### config.mk
export PLATFORM = sky130hd
export DESIGN_NAME = g_poly_loader
export DESIGN_NICKNAME = d
export VERILOG_FILES = /design/src/rtl/g_poly_loader.sv
export SDC_FILE = /design/constraint.sdc
export NUM_CORES = 1
export LEC_CHECK = 0
export CAP_MARGIN = 20
export CORE_MARGIN = 8
export CORE_UTILIZATION = 55
export DETAILED_ROUTE_END_ITERATION = 6
export GPL_TIMING_DRIVEN = 0
export PLACE_DENSITY = 0.9
export SLEW_MARGIN = 20
export SYNTH_ARGS = -nofsm -noshare
export SYNTH_HDL_FRONTEND = slang
export SYNTH_SLANG_ARGS = --single-unit
### constraint.sdc
create_clock -name clk -period 3.57 [get_ports clk]
set_input_delay 1.071 -clock clk [delete_from_list [all_inputs] [get_ports clk]]
set_output_delay 1.071 -clock clk [all_outputs]
set_load 0.01 [all_outputs]
### src/rtl/g_poly_loader.sv
// g_poly_loader: streams ternary small-poly coefficients into the g coefficient RAM as Fq words, then zero-pads.
// Latency: each accepted coefficient appears on the RAM write pins one cycle later; start-to-done is PAD_LEN + 2 cycles minimum.
// Backpressure: s_ready is high only while loading; s_valid gaps simply produce idle write cycles. Define G_POLY_LOADER_ERR_EN for the err output.
module g_poly_loader #(
  parameter int RAM_WIDTH     = 13,
  parameter int RAM_ADDR_BITS = 11,
  parameter int P             = 757,
  parameter int Q             = 5167,
  parameter int PAD_LEN       = 1024
) (
  input  logic                     clk,
  input  logic                     rst_n,
  input  logic                     start,
  input  logic [1:0]               s_coef,
  input  logic                     s_valid,
  output logic                     s_ready,
  output logic                     write_enable,
  output logic [RAM_ADDR_BITS-1:0] write_address,
  output logic [RAM_WIDTH-1:0]     input_data,
  output logic                     busy,
  output logic                     done,
`ifdef G_POLY_LOADER_ERR_EN
  output logic                     err,
`endif
  output logic [RAM_ADDR_BITS-1:0] weight
);

  // Address of the final coefficient and of the final padding word.
  localparam logic [RAM_ADDR_BITS-1:0] LAST_COEF  = RAM_ADDR_BITS'(P - 1);
  localparam logic [RAM_ADDR_BITS-1:0] LAST_PAD   = RAM_ADDR_BITS'(PAD_LEN - 1);
  localparam logic [RAM_ADDR_BITS-1:0] WEIGHT_MAX = '1;

  // Canonical Fq representatives of the ternary values.
  localparam logic [RAM_WIDTH-1:0] FQ_ONE       = RAM_WIDTH'(1);
  localparam logic [RAM_WIDTH-1:0] FQ_MINUS_ONE = RAM_WIDTH'(Q - 1);

  // With PAD_LEN == P the pad phase is skipped entirely.
  localparam bit HAS_PAD = (PAD_LEN > P);

  typedef enum logic [1:0] {
    ST_IDLE = 2'd0,
    ST_LOAD = 2'd1,
    ST_PAD  = 2'd2,
    ST_DONE = 2'd3
  } state_t;

  state_t                   state;
  logic [RAM_ADDR_BITS-1:0] coef_cnt;
  logic                     accept;
  logic                     coef_nonzero;

  // A coefficient is taken only in LOAD on a valid/ready handshake.
  assign accept       = (state == ST_LOAD) && s_valid && s_ready;
  // Only +1 and -1 contribute to the Hamming weight; the invalid code does not.
  assign coef_nonzero = (s_coef == 2'b01) || (s_coef == 2'b11);

  // Ternary code to Fq word: the invalid code 2'b10 lands on zero.
  function automatic logic [RAM_WIDTH-1:0] map_coef(input logic [1:0] c);
    case (c)
      2'b01:   map_coef = FQ_ONE;
      2'b11:   map_coef = FQ_MINUS_ONE;
      default: map_coef = '0;
    endcase
  endfunction

  // Load sequencer: all RAM-side and status outputs are registered here.
  always_ff @(posedge clk or negedge rst_n) begin
    if (!rst_n) begin
      state         <= ST_IDLE;
      coef_cnt      <= '0;
      s_ready       <= 1'b0;
      write_enable  <= 1'b0;
      write_address <= '0;
      input_data    <= '0;
      busy          <= 1'b0;
      done          <= 1'b0;
      weight        <= '0;
`ifdef G_POLY_LOADER_ERR_EN
      err           <= 1'b0;
`endif
    end else begin
      // Write strobe and done are pulses; address and data hold otherwise.
      write_enable <= 1'b0;
      done         <= 1'b0;

      case (state)
        ST_IDLE: begin
          if (start) begin
            coef_cnt <= '0;
            weight   <= '0;
            busy     <= 1'b1;
            s_ready  <= 1'b1;
            state    <= ST_LOAD;
`ifdef G_POLY_LOADER_ERR_EN
            err      <= 1'b0;
`endif
          end
        end

        ST_LOAD: begin
          if (accept) begin
            write_enable  <= 1'b1;
            write_address <= coef_cnt;
            input_data    <= map_coef(s_coef);
            if (coef_nonzero && (weight != WEIGHT_MAX)) begin
              weight <= weight + 1'b1;
            end
`ifdef G_POLY_LOADER_ERR_EN
            if (s_coef == 2'b10) begin
              err <= 1'b1;
            end
`endif
            if (coef_cnt == LAST_COEF) begin
              // Stop accepting immediately so coefficient P is never taken.
              s_ready <= 1'b0;
              if (HAS_PAD) begin
                coef_cnt <= coef_cnt + 1'b1;
                state    <= ST_PAD;
              end else begin
                state    <= ST_DONE;
              end
            end else begin
              coef_cnt <= coef_cnt + 1'b1;
            end
          end
        end

        ST_PAD: begin
          write_enable  <= 1'b1;
          write_address <= coef_cnt;
          input_data    <= '0;
          if (coef_cnt == LAST_PAD) begin
            state <= ST_DONE;
          end else begin
            coef_cnt <= coef_cnt + 1'b1;
          end
        end

        ST_DONE: begin
          // Last RAM word was captured on this edge; announce completion.
          done  <= 1'b1;
          busy  <= 1'b0;
          state <= ST_IDLE;
        end

        default: begin
          state <= ST_IDLE;
        end
      endcase
    end
  end

endmodule
==> metrics.txt <==
Seq cells post-synth 41; final setup margin 0.6529 ns; final setup fails 0; Die H 78.81 µm; DRC viols 0; placed cells 318; DR WL/cell 15.27 µm; RSZ-0062 raised after global routing no; number of distinct library cells after synthesis 43; ANT nets after route 0; Overall Power 1.821 mW; PD cells 664.7 mW/mm²; GRT Residual Overflow 0; leading cell types in the layout, fill and taps excluded dfrtp_1, clkdlybuf4s50_1, nand2_1; Initial Util 0.5585; CP max stage delay 0.53 ns; reg2reg start state[1]; path type of the worst setup path input port to flip-flop; Placer Congestion 0.8808; area delta synth->final 26.30%; clock latency on the worst-skew pair 0.30 ns; Tcrit/Tclk final 0.8171; Critical Path, Cell by Cell clkdlybuf4s50_1 -> a21boi_0 -> or3_1 -> buf_2 -> a31o_4 -> or4b_1 -> nand3_1; clk buf depth 2; Detailed Routing Iterations Pass 1 4; Iter 0 DRT Violations 126; Worst setup SP type input port; reg2reg path depth 7; status finished, final reports clean; Crit path arrival time 3.15 ns; Net count, final 288; initial antenna violation count 0; CTS Buf Count 5; Die W 78.81 µm; Main synth FF type dfrtp_1; All-Layer GR Usage 0.1656; Ports 45; root buf cell clkbuf_8; first-pass GRT wire length 8259 µm; CP startpoint s_valid; number of buffers added on ports 38; CP bufs+invs 2; fillers 279; Die ar. 0.006210 mm²; setup TNS 0 ns; delay-heaviest family, CP simple AND/OR/NAND/NOR gates; area occupied by multi-input gates 0.001016 mm²; Avg Vias per Cell 5.729; final non-filler cell total 325; Ant. Diodes 0; Mapped Area 0.002170 mm²; clock skew 0.002431 ns; CP Capture Type flip-flop; commonest non-fill, non-tap cell in the layout dfrtp_1; maximum VDD drop 0.3815 mV; Worst path slowest cell clkdlybuf4s50_1; Slew HR 0.6398; Avg Cell Area, Syn 9.686 µm²; total number of vias 1862; post_cts resized 0; H-tree levels 2; Tmin final 2.917 ns; buffer count from post-CTS setup fixing 0; final wirelength 4964 µm; CTS tree built; Core Area 0.003885 mm²; clock-pin slew on the worst setup and hold paths 0.07 ns; Worst-Margin Slew 0.5404 ns; dpl hpwl 3693 µm; Max-Cap Viols 0; end of the worst register-to-register path write_address[5]; Crit. path cell count 7; final instance area 0.002740 mm²; number of flops mapped to enable cells by yosys 0; worst-path fanout max 7; Async SR Flop Fraction 1.000; gate count after technology mapping 224; Yosys Warn Count 0; worst min path class flip-flop to flip-flop; Seq/Total Area, Yosys 0.4729; row cnt 23; Final Slew Violations 0; leakage power figure 1.197 nW; CTS Hold Bufs 0; Worst Path Required 3.80 ns; Placed Area 0.002654 mm²; vias in the first global route 1747; Fin. Hold Viols 0; CTS Sinks 41; largest net degree at the start of global routing 24; flop2flop setup slack 1.07 ns; Fmax achieved 342.8 MHz; FF/Latch Area 0.001026 mm²; dpl ws 0.3715 ns; Worst Setup EP coef_cnt[5]; layout cells sized above 1 0.1236
cell usage after synthesis (4+ instances only):
master	count	share of area
nor3_1	6	0.014
o21ai_0	24	0.055
inv_1	6	0.010
a22o_1	4	0.016
a21oi_1	7	0.016
ha_1	7	0.040
buf_4	11	0.038
clkbuf_1	6	0.010
nand3_1	12	0.028
nand2_1	32	0.055
mux2_2	10	0.052
nor2_1	5	0.0087
o31ai_1	6	0.021
dfrtp_1	41	0.47
state kept, by name, indices dropped and copies added (netlist names):
name           flops
busy               1
coef_cnt          11
done               1
input_data         2
s_ready            1
state              2
weight            11
write_address     11
write_enable       1
cell type report:
type	count	share of cell area
clock buffer	7	0.03151
buffer	20	0.04384
sequential	41	0.3744
tap	50	0.02283
multi-input combinational	161	0.3708
inverter	7	0.009589
timing repair buffer	39	0.1470
power breakdown:
part           internal, mW  switching [mW]
clock network         0.153           0.152
registers             0.565          0.0993
logic                 0.385           0.467
total                  1.10           0.718
cell families after synthesis:
logic type               synth area share
AND/OR/NAND/NOR                    0.1903
AO/OA/AOI/OAI                      0.1753
flip-flops                         0.4729
buffers and inverters             0.06747
multiplexers                      0.05190
adder cells (fa/ha/maj)           0.04037
other                            0.001728
per-stage QoR:
| stage | hold WS, ns | util |
|---|---|---|
| 6_report | 0.4872 | 0.7053 |
| 5_1_grt | 0.5148 | 0.7053 |
| 4_1_cts | 0.4932 | 0.7053 |
| 3_5_place_dp | 0.4774 | 0.6831 |
| 3_3_place_gp | 0.4608 | 0.6773 |
| 2_1_floorplan | 0.5087 | - |
routing by layer:
| metal | wire [µm] | part of all wire | global-route usage | vias up |
|---|---|---|---|---|
| met4 | 162 | 0.033 | 0.1074 | 0 |
| met3 | 381 | 0.077 | 0.05530 | 16 |
| met5 | 0 | 0 | 0 | - |
| li1 | - | - | - | 893 |
| met2 | 2408 | 0.49 | 0.2610 | 80 |
| met1 | 2011 | 0.41 | 0.1894 | 873 |
tightest hold or removal path, delay by kind of cell, from the launching register on:
family / cells / cell delay (ns)
AOI/OAI and AO/OA: 1 / 0.06
DFF: 1 / 0.35
and+or+nand+nor: 1 / 0.05
worst min path at each step:
| stage | slack (ns) | to | from | depth (start not counted) |
|---|---|---|---|---|
| 6_report | 0.49 | write_address[0] | write_address[0] | 2 |
| 5_1_grt | 0.51 | write_address[0] | write_address[0] | 2 |
| 4_1_cts | 0.49 | write_address[0] | write_address[0] | 2 |
| 3_5_place_dp | 0.48 | write_address[0] | write_address[0] | 2 |
| 3_3_place_gp | 0.46 | write_address[1] | write_address[1] | 2 |
| 2_1_floorplan | 0.51 | coef_cnt[1] | coef_cnt[1] | 2 |
Note: power is estimated with default switching activity, not from simulation.
